## src/rtl/sqrt_seq.sv

```systemverilog
// sqrt_seq: sequential restoring integer square root, one root bit per clock
module sqrt_seq #(
  parameter int WIDTH = 16,
  parameter int ROUND = 0
) (
  input  logic               clk,
  input  logic               CLR,
  input  logic               Start,
  input  logic [WIDTH-1:0]   In1,
  output logic [WIDTH/2-1:0] Out,
  output logic [WIDTH/2:0]   Rem,
  output logic               Done,
  output logic               Busy,
  output logic [1:0]         state
);
  localparam int N  = WIDTH / 2;
  localparam int CW = $clog2(N) + 1;
  typedef enum logic [1:0] {IDLE = 2'b00, CALC = 2'b01, DONE = 2'b10, BAD = 2'b11} st_t;
  st_t st, nx;
  logic [WIDTH-1:0] rad;
  logic [N-1:0]     root;
  logic [N+1:0]     remr;
  logic [CW-1:0]    cnt;
  logic [N+1:0]     rsh, trial, rdif;
  logic             ge, last;
  logic [N-1:0]     froot, rroot;
  logic [N:0]       frem;
  // one restoring step: bring down two radicand bits, try subtracting (root<<2)|1
  always_comb begin
    rsh   = (remr << 2) | {{N{1'b0}}, rad[WIDTH-1 -: 2]};
    trial = {root, 2'b01};
    ge    = rsh >= trial;
    rdif  = ge ? rsh - trial : rsh;
    froot = {root[N-2:0], ge};
    frem  = (N+1)'(rdif);
    rroot = (ROUND != 0 && frem > {1'b0, froot} && !(&froot)) ? froot + 1'b1 : froot;
    last  = cnt == CW'(N - 1);
  end
  // next state: the unused encoding falls back to IDLE
  always_comb begin
    nx = st == IDLE ? (Start ? CALC : IDLE) : st == CALC ? (last ? DONE : CALC) : IDLE;
  end
  // state register
  always_ff @(posedge clk or posedge CLR) begin
    if (CLR) st <= IDLE;
    else     st <= nx;
  end
  // datapath: capture on accept, iterate in CALC, publish on the final step
  always_ff @(posedge clk or posedge CLR) begin
    if (CLR) begin
      rad  <= '0;
      root <= '0;
      remr <= '0;
      cnt  <= '0;
      Out  <= '0;
      Rem  <= '0;
    end else if (st == IDLE && Start) begin
      rad  <= In1;
      root <= '0;
      remr <= '0;
      cnt  <= '0;
    end else if (st == CALC) begin
      rad  <= rad << 2;
      root <= froot;
      remr <= rdif;
      cnt  <= cnt + CW'(1);
      if (last) begin
        Out <= rroot;
        Rem <= frem;
      end
    end
  end
  assign Busy  = st == CALC;
  assign Done  = st == DONE;
  assign state = st;
endmodule

```

## config.mk

```make
export PLATFORM = sky130hd
export DESIGN_NAME = sqrt_seq
export DESIGN_NICKNAME = d
export VERILOG_FILES = /design/src/rtl/sqrt_seq.sv
export SDC_FILE = /design/constraint.sdc
export NUM_CORES = 1
export LEC_CHECK = 0
export BUFFER_PORTS_ARGS = -buffer_cell sky130_fd_sc_hd__clkbuf_2
export CAP_MARGIN = 20
export CORE_UTILIZATION = 51
export CTS_CLUSTER_SIZE = 12
export DETAILED_ROUTE_END_ITERATION = 10
export GPL_TIMING_DRIVEN = 0
export PLACE_DENSITY = 0.79
export SETUP_SLACK_MARGIN = 0.5
export SLEW_MARGIN = 20
export SYNTH_ARGS = -nofsm -noshare
export SYNTH_HDL_FRONTEND = slang
export SYNTH_SLANG_ARGS = --single-unit
export TNS_END_PERCENT = 100
```

## constraint.sdc

```tcl
create_clock -name clk -period 2.1 [get_ports clk]
set_input_delay 0.42 -clock clk [delete_from_list [all_inputs] [get_ports clk]]
set_output_delay 0.42 -clock clk [all_outputs]
set_load 0.05 [all_outputs]
```

==> results of run 1 <==
==> logic make-up (layout without fill, tap and decap cells) <==
logic type	after synthesis	after routing	share of synthesized area
AO/OA/AOI/OAI	108	108	0.250
AND/OR/NAND/NOR	89	89	0.145
flip-flops	55	55	0.494
buffers and inverters	31	112	0.0454
adder cells (fa/ha/maj)	11	11	0.0494
XOR/XNOR	4	4	0.0126
multiplexers	1	1	0.00359
==> per-layer routing <==
layer	vias up	GRT usage
met3	40	0.0494
met1	1301	0.346
met2	166	0.480
li1	1242	-
met5	-	0
met4	0	0.106
==> sequential cells by signal, indices dropped and copies added (netlist names) <==
name / flops
rad: 16
Rem: 9
Out: 8
remr: 8
root: 8
cnt: 4
state: 2
==> metrics by stage <==
step                      setup WS [ns]  setup TNS (ns)
after floorplan                   0.195               0
after global placement           0.0228               0
after detailed placement        0.00228               0
after CTS                         0.105               0
after global routing            -0.0427         -0.0883
final                            0.0168               0
==> cell usage in the layout, fill, tap and decap left out, types with 4 or more instances in the layout <==
master / netlist / routed
dfrtp_2: 0 / 7
nand2_1: 50 / 48
nor2_1: 10 / 7
o31ai_1: 6 / 5
dfrtp_1: 55 / 48
clkbuf_8: 0 / 5
nand3_1: 5 / 5
a22o_1: 4 / 4
a21oi_1: 10 / 5
inv_1: 13 / 9
ha_4: 0 / 6
buf_8: 0 / 6
nand4_1: 5 / 5
o21ai_2: 1 / 8
ha_1: 11 / 4
a31oi_1: 4 / 4
a22oi_1: 14 / 14
o211ai_1: 4 / 4
a21oi_2: 0 / 4
buf_4: 1 / 31
buf_6: 0 / 7
o21ai_0: 40 / 30
clkbuf_2: 0 / 38
o21ai_1: 4 / 6
==> repair_timing <==
action / 4_1_cts / 5_1_grt
buffers inserted: 16 / 14
gates resized for setup: 44 / 52
endpoints found under the setup margin: 47 / 53
gates cloned: 1 / 2
endpoints found under the hold margin: 0 / 0
pin swaps: 12 / 9
==> final timing paths <==
kind | endpoint | depth (start not counted) | from | slack (ns)
setup / recovery | remr[2] | 8 | rad[14] | 0.02
hold / removal | Out[3] | 2 | CLR | 0.18
setup reg to reg | remr[2] | 8 | rad[14] | 0.02
hold reg to reg | Out[4] | 2 | Out[4] | 0.49
max in group asynchronous | rad[14] | 3 | CLR | 1.33
min in group clk | rad[1] | 2 | In1[1] | 0.32
==> final cells by class <==
| cell class | instances | share of cell area |
|---|---|---|
| Buffer | 17 | 0.0458 |
| Clock buffer | 5 | 0.0176 |
| Clock inverter | 3 | 0.0141 |
| Inverter | 14 | 0.0176 |
| Multi-Input combinational cell | 213 | 0.394 |
| Sequential cell | 55 | 0.354 |
| Tap cell | 70 | 0.0224 |
| Timing Repair Buffer | 73 | 0.135 |
==> results by group, run 1 <==
Yosys
  • Syn_area_per_cell: 9.31 µm²
  • Synthesis Warnings: 0
  • Synth top area cells: dfrtp_1 (49%), o21ai_0 (7.2%), nand2_1 (6.7%), ha_1 (4.9%), a22oi_1 (3.8%)
  • Post-synth top flop: dfrtp_1
  • Count leader, synth: dfrtp_1
  • Seq cells post-synth: 55
  • Post-synth ARST share: 1.00
  • Top-area cell type share of the netlist area: 0.494
  • Syn nets: 329
  • Post-synth top cells: dfrtp_1 (55), nand2_1 (50), o21ai_0 (40)
  • Post-synth EDFFs: 0
  • Post-Syn Instances: 299
  • Leading area contributor after synthesis: dfrtp_1
  • Cell Area, Synth: 2790 µm²
  • Yosys cell types: 44
  • Share of the yosys chip area belonging to registers: 0.494

Setup path
  • Crit-path max cell delay: 0.42 ns
  • Crit start category: flop
  • Worst path bufs/invs: 2
  • Arrival time worst endpoint: 2.31 ns
  • Worst endpoint required time: 2.32 ns
  • CP cell instances: inv_1, ha_1, nand2b_1, a21oi_4, o21a_1, buf_2, o21ai_1, a32o_1
  • CP max-delay cell: dfrtp_2
  • Top Family by Delay on Critical Path: compound AO/OA/AOI/OAI gates
  • CP Class: flop to flop
  • CP Capture Type: flop
  • CP Max Fanout: 5

Layout
  • ANT cells: 0
  • Filler cells: 337
  • Share of layout cells above drive strength 1: 0.395
  • Area of the multi-input gates: 1540 µm²
  • Area growth from synthesis to layout: 40.4%
  • Post-Route Utilization: 0.756
  • Final std cells w/o fill: 450
  • FF+latch area: 1390 µm²
  • Design Area, Final: 3910 µm²
  • Nets: 409

STA
  • Slew @ Worst Pin: 0.716 ns
  • Final Hold Fails: 0
  • Period utilisation layout: 0.992
  • Fin Hold WS: 0.182 ns
  • Max Slew Vio Count: 0
  • Endpoints failing setup: 0
  • Slew margin rel.: 0.522
  • Worst clock skew: 0.0158 ns
  • RSZ-0062 raised after global routing: yes
  • Post-route minimum period: 2.08 ns
  • Highest Clock Rate: 480 MHz

Global routing
  • Congestion Overflow GR: 0
  • Largest net degree at the start of global routing: 31
  • Vias in the first global route: 2553
  • First-pass GRT wire length: 12.6 mm
  • All-Layer GR Usage: 0.278
  • Initial antenna violation count: 0

Clocking
  • Max Buffers Root-to-Sink: 2
  • Clock Latency Late Sink: 0.32 ns
  • TritonCTS clock tree: yes
  • CTS sink cnt: 55
  • Reg clk slew, reported paths: 0.11 ns
  • Htree depth: 2
  • Cts bufs inserted: 5
  • CTS Hold Buffers Added: 0
  • Clock Tree Root: clkbuf_8

Die
  • I/O pin cnt: 40
  • Die X: 75.9 µm
  • Row Count: 26
  • Initial Util: 0.538
  • Die height: 75.9 µm
  • Die area: 5760 µm²
  • Core area: 5170 µm²

Place
  • RD Place Congestion: 0.899
  • Buffers on Ports: 39
  • Cells after DPL: 409
  • Post-placement cell area: 3240 µm²
  • DP Wirelength: 4.96 mm

Run status
  • Status: finished clean

Drt
  • Via density: 6.11
  • Drt pass-1 iters: 6
  • Routed vias: 2749
  • Routed length on met1: 3.18 mm
  • Met2 WL: 4.10 mm
  • Iteration-0 DRC Markers: 255
  • Routed WL per cell: 18.2 µm
  • DR top layer: met4
  • Routed Antenna Nets: 0
  • Residual DRC: 0
  • Met3 wire length: 645 µm
  • Post-Route WL: 8.20 mm

Hold path
  • Hold Path Class: input pin to asynchronous set/reset pin

Run
  • Number of max-cap violations: 0
Power of run 1 is left out: the tool's default activity adds up to more than one toggle a clock period on the data nets, which glitch-free logic cannot reach.
==> run 2: changes to the inputs <==
--- a/config.mk
+++ b/config.mk
@@ -6,7 +6,7 @@
 export NUM_CORES = 1
 export LEC_CHECK = 0
 export BUFFER_PORTS_ARGS = -buffer_cell sky130_fd_sc_hd__clkbuf_2
-export CAP_MARGIN = 20
+export CAP_MARGIN = 40
 export CORE_UTILIZATION = 51
 export CTS_CLUSTER_SIZE = 12
 export DETAILED_ROUTE_END_ITERATION = 10
==> constraint.sdc (replaced) <==
create_clock -name clk -period 2.1 [get_ports clk]
set_input_delay 0.42 -clock clk [delete_from_list [all_inputs] [get_ports clk]]
set_output_delay 0.42 -clock clk [all_outputs]
set_load 0.1 [all_outputs]
==> run 2 against run 1 <==
  * Cell area rose by 2.0%
  * Register-to-register slack better by 0.04 ns
  * Non-clock buffer count grew 4
  * Setup slack improved by 0.036 ns
  * Global-route usage fell by 1.1 points
  * Clock-buffer cell count increased by 1
  * Via count is 0.44% lower
  * Utilization rose by 1.5 points
  * Wire length up 0.83%
  * First-iteration DRC count up 13%
  * Flip-flop and latch count unchanged
  * Largest cell class unchanged
==> results by group, run 2 (synthesis gave the netlist of run 1 again) <==
Place
  • DP Wirelength: 5.05 mm
  • Buffers on Ports: 39
  • RD Place Congestion: 0.904
  • Cells after DPL: 409

Clocking
  • CTS sink cnt: 55
  • Cts bufs inserted: 5
  • Htree depth: 2
  • Reg clk slew, reported paths: 0.11 ns
  • Max Buffers Root-to-Sink: 2
  • TritonCTS clock tree: yes
  • Clock Tree Root: clkbuf_8
  • Clock Latency Late Sink: 0.32 ns
  • CTS Hold Buffers Added: 0

Drt
  • Routed WL per cell: 18.2 µm
  • Iteration-0 DRC Markers: 288
  • Routed vias: 2737
  • Residual DRC: 0
  • Post-Route WL: 8.27 mm
  • Drt pass-1 iters: 5
  • Routed Antenna Nets: 0
  • Via density: 6.03

Die
  • Die X: 75.9 µm
  • Die height: 75.9 µm
  • Die area: 5760 µm²
  • Core area: 5170 µm²
  • Initial Util: 0.538
  • Row Count: 26
  • I/O pin cnt: 40

STA
  • RSZ-0062 raised after global routing: yes
  • Endpoints failing setup: 0
  • Max Slew Vio Count: 0
  • Period utilisation layout: 0.975
  • Worst clock skew: 0.0141 ns
  • Slew margin rel.: 0.587
  • Highest Clock Rate: 488 MHz
  • Post-route minimum period: 2.05 ns
  • Final Hold Fails: 0
  • Setup TNS Final: 0 ns
  • Slew @ Worst Pin: 0.619 ns

Global routing
  • Initial antenna violation count: 0
  • First-pass GRT wire length: 12.1 mm
  • All-Layer GR Usage: 0.267
  • Vias in the first global route: 2526
  • Congestion Overflow GR: 0
  • Largest net degree at the start of global routing: 31

Setup path
  • CP Class: flop to flop
  • Reg2reg start: remr[3]
  • Worst endpoint required time: 2.32 ns
  • Crit start category: flop
  • CP endpoint: remr[2]
  • Reg2reg path depth: 6
  • Worst path bufs/invs: 0
  • Arrival time worst endpoint: 2.26 ns
  • CP Capture Type: flop
  • Crit-path max cell delay: 0.45 ns
  • CP max-delay cell: dfrtp_2
  • Crit. path cell count: 6
  • Worst R2R End: remr[2]
  • Top Family by Delay on Critical Path: compound AO/OA/AOI/OAI gates
  • CP cell instances: ha_4, a21o_1, a31o_1, o21a_4, or3_1, a32o_1
  • CP Max Fanout: 4
  • Crit path launch: remr[3]
  • R2R Setup Slk: 0.05 ns

Layout
  • Final std cells w/o fill: 454
  • Commonest non-fill, non-tap cell in the layout: dfrtp_1
  • Commonest cells after routing, fill and taps aside: dfrtp_1 (48), nand2_1 (46), buf_4 (34), clkbuf_2 (34), o21ai_0 (27)
  • Number of flip-flops in the largest register: 16
  • Largest regs: rad (16), Rem (9)
  • Largest Register: rad
  • Nets: 413
  • ANT cells: 0
  • Share of layout cells above drive strength 1: 0.414
  • Area growth from synthesis to layout: 43.2%

Hold path
  • Hold Path Class: input pin to asynchronous set/reset pin

Run
  • Number of max-cap violations: 0

Run status
  • Status: finished clean
-- run 2: cell count changes in the layout (fill, tap and decap cells not counted), moves of 4 or more --
cell,before,now
inv_1,9,4
o21ai_1,6,10
buf_2,1,5
inv_2,3,8
clkbuf_2,38,34
-- run 2: layout make-up --
cell class / instances / area, µm²
flip-flops and latches: 55 / 1390
multi-input cells: 213 / 1580
repair buffers: 77 / 577
fillers: 326 / 1180
plain buffers: 17 / 180
clock inverters: 2 / 38.8
clock buffers: 6 / 72.6
well taps: 70 / 87.6
inverters: 14 / 72.6
-- run 2: worst min path at each step --
stage	from	end	slack (ns)	cells after the start
after floorplan	root[0]	root[0]	0.45	2
after global routing	CLR	Out[3]	0.20	2
after detailed placement	Out[4]	Out[4]	0.47	2
final	CLR	Out[3]	0.15	2
after global placement	Out[4]	Out[4]	0.46	2
after CTS	CLR	Out[3]	0.17	2
-- run 2: timing repair --
item                                    CTS  global route
setup buffers                            10            24
gates resized for setup                  21            70
pin swaps                                 7            17
gates cloned                              0             3
endpoints found under the setup margin   44            52
-- run 2: routing by layer --
layer	global-route usage	part of all wire
met4	0.0942	0.022
met3	0.0470	0.065
met5	0	0
met2	0.465	0.51
met1	0.333	0.40
-- run 2: per-stage QoR --
stage / worst slack [ns] / cell area, µm² / utilization / hold slack [ns]
2_1_floorplan: 0.195 / 2990 / - / 0.450
3_3_place_gp: 0.0481 / 3270 / 0.633 / 0.460
3_5_place_dp: 0.0178 / 3290 / 0.637 / 0.470
4_1_cts: 0.110 / 3560 / 0.687 / 0.166
5_1_grt: 0.0136 / 3990 / 0.771 / 0.200
6_report: 0.0528 / 3990 / 0.771 / 0.147
Power of run 2 is left out for the same reason.
==> run 3: changes to the inputs <==
--- a/config.mk
+++ b/config.mk
@@ -8,10 +8,10 @@
 export BUFFER_PORTS_ARGS = -buffer_cell sky130_fd_sc_hd__clkbuf_2
 export CAP_MARGIN = 40
 export CORE_UTILIZATION = 51
-export CTS_CLUSTER_SIZE = 12
+export CTS_CLUSTER_SIZE = 30
 export DETAILED_ROUTE_END_ITERATION = 10
 export GPL_TIMING_DRIVEN = 0
-export PLACE_DENSITY = 0.79
+export PLACE_DENSITY = 0.72
 export SETUP_SLACK_MARGIN = 0.5
 export SLEW_MARGIN = 20
 export SYNTH_ARGS = -nofsm -noshare
==> run 3 against run 2 <==
  * First-iteration DRC count is 39% lower
  * Highest routed layer unchanged
  * Cell count is 0.88% lower
  * Flip-flop and latch count stayed put
  * Wire length is 5.1% lower
  * Setup slack worse by 0.0065 ns
  * Die area stayed put
  * Cell area is 2.2% lower
  * Global-route usage is 0.57 points higher
  * Clock-buffer cell count stayed put
  * Worst hold slack worse by 0.0023 ns
  * Clock skew is 0.0060 ns lower
==> results by group, run 3 (synthesis gave the netlist of run 1 again) <==
Layout
  • Filler cells: 358
  • ANT cells: 0
  • Largest regs: rad (16), Rem (9)
  • Area growth from synthesis to layout: 40.1%
  • Number of flip-flops in the largest register: 16
  • Largest Register: rad
  • Commonest cells after routing, fill and taps aside: nand2_1 (49), dfrtp_1 (46), clkbuf_2 (33)
  • Commonest non-fill, non-tap cell in the layout: nand2_1
  • Share of layout cells above drive strength 1: 0.400
  • Design Area, Final: 3900 µm²
  • Nets: 409

Run status
  • Status: finished clean

Setup path
  • Worst path bufs/invs: 0
  • Worst R2R End: remr[2]
  • Reg2reg start: remr[3]
  • Top Family by Delay on Critical Path: compound AO/OA/AOI/OAI gates
  • CP Capture Type: flop
  • Arrival time worst endpoint: 2.27 ns
  • Crit start category: flop
  • Worst endpoint required time: 2.31 ns
  • Reg2reg path depth: 6
  • CP max-delay cell: dfrtp_2
  • Crit-path max cell delay: 0.45 ns
  • CP Max Fanout: 4
  • CP cell instances: ha_4, a21o_1, a31o_1, o21a_1, or3_1, a32o_1
  • R2R Setup Slk: 0.05 ns
  • CP Class: flop to flop

Clocking
  • TritonCTS clock tree: yes
  • Reg clk slew, reported paths: 0.11 ns
  • Clock Tree Root: clkbuf_8
  • CTS sink cnt: 55
  • Max Buffers Root-to-Sink: 2
  • Htree depth: 2
  • Clock Latency Late Sink: 0.32 ns
  • Cts bufs inserted: 5

Global routing
  • Congestion Overflow GR: 0
  • Vias in the first global route: 2514
  • Initial antenna violation count: 0
  • First-pass GRT wire length: 12.4 mm
  • Largest net degree at the start of global routing: 32
  • All-Layer GR Usage: 0.272

STA
  • RSZ-0062 raised after global routing: yes
  • Endpoints failing setup: 0
  • Final Hold Fails: 0
  • Period utilisation layout: 0.978
  • Fin Hold WS: 0.144 ns
  • Highest Clock Rate: 487 MHz
  • Post-route setup slack: 0.0462 ns
  • Slew margin rel.: 0.609
  • Post-route minimum period: 2.05 ns
  • Slew @ Worst Pin: 0.585 ns
  • Setup TNS Final: 0 ns
  • Worst clock skew: 0.00805 ns
  • Max Slew Vio Count: 0

Place
  • DP Wirelength: 5.07 mm
  • RD Place Congestion: 0.853
  • Buffers on Ports: 39
  • Pre-CTS worst setup slack: 0.00199 ns
  • Post-placement cell area: 3290 µm²

Hold path
  • Hold Path Class: input pin to asynchronous set/reset pin

Run
  • Number of max-cap violations: 0

Die
  • Die height: 75.9 µm
  • Initial Util: 0.538
  • I/O pin cnt: 40
  • Die X: 75.9 µm
  • Row Count: 26
  • Core area: 5170 µm²
  • Die area: 5760 µm²

Drt
  • Iteration-0 DRC Markers: 175
  • Post-Route WL: 7.85 mm
  • Routed WL per cell: 17.4 µm
  • Drt pass-1 iters: 4
  • Routed vias: 2601
  • Via density: 5.78
  • Routed Antenna Nets: 0
  • Residual DRC: 0
[run 3: cell types whose count changed in the layout (fill, tap and decap cells not counted), sizes merged]
cell / previous run / this run
bufinv: 1 / 0
buf: 54 / 51
clkinvlp: 1 / 2
clkbuf: 46 / 45
[run 3: what timing repair did]
item | CTS | global route
pin swaps | 12 | 11
setup endpoints to repair | 40 | 49
resized for setup | 27 | 49
hold buffers | 0 | 0
gates cloned | 1 | 0
setup buffers | 16 | 16
[run 3: how the worst max path moves through the flow]
stage | start | end | slack (ns) | cells past startpoint
floorplan | root[3] | remr[2] | 0.20 | 7
global placement | remr[3] | remr[2] | 0.02 | 7
detailed placement | remr[3] | remr[2] | 0.002 | 7
CTS | root[3] | remr[2] | 0.07 | 7
global route | root[1] | remr[4] | 0.008 | 8
finish | remr[3] | remr[2] | 0.05 | 6
[run 3: through the flow]
step,cells,util
6_report,450,0.754
5_1_grt,450,0.754
4_1_cts,434,0.701
3_5_place_dp,409,0.637
3_3_place_gp,408,0.633
2_1_floorplan,299,-
[run 3: layout make-up]
class	count	area, µm²	share of cell area
repair buffers	73	536	0.137
multi-input cells	213	1540	0.394
clock buffers	6	82.6	0.0212
flip-flops and latches	55	1390	0.356
well taps	70	87.6	0.0225
inverters	14	72.6	0.0186
plain buffers	17	181	0.0465
clock inverters	2	18.8	0.00481
[run 3: per-layer routing]
| layer | share of wire | vias to the layer above | GRT usage |
|---|---|---|---|
| li1 | - | 1234 | - |
| met1 | 0.41 | 1250 | 0.348 |
| met2 | 0.51 | 94 | 0.451 |
| met3 | 0.048 | 23 | 0.0422 |
| met4 | 0.037 | 0 | 0.135 |
| met5 | 0 | - | 0 |
Power of run 3 is left out for the same reason.
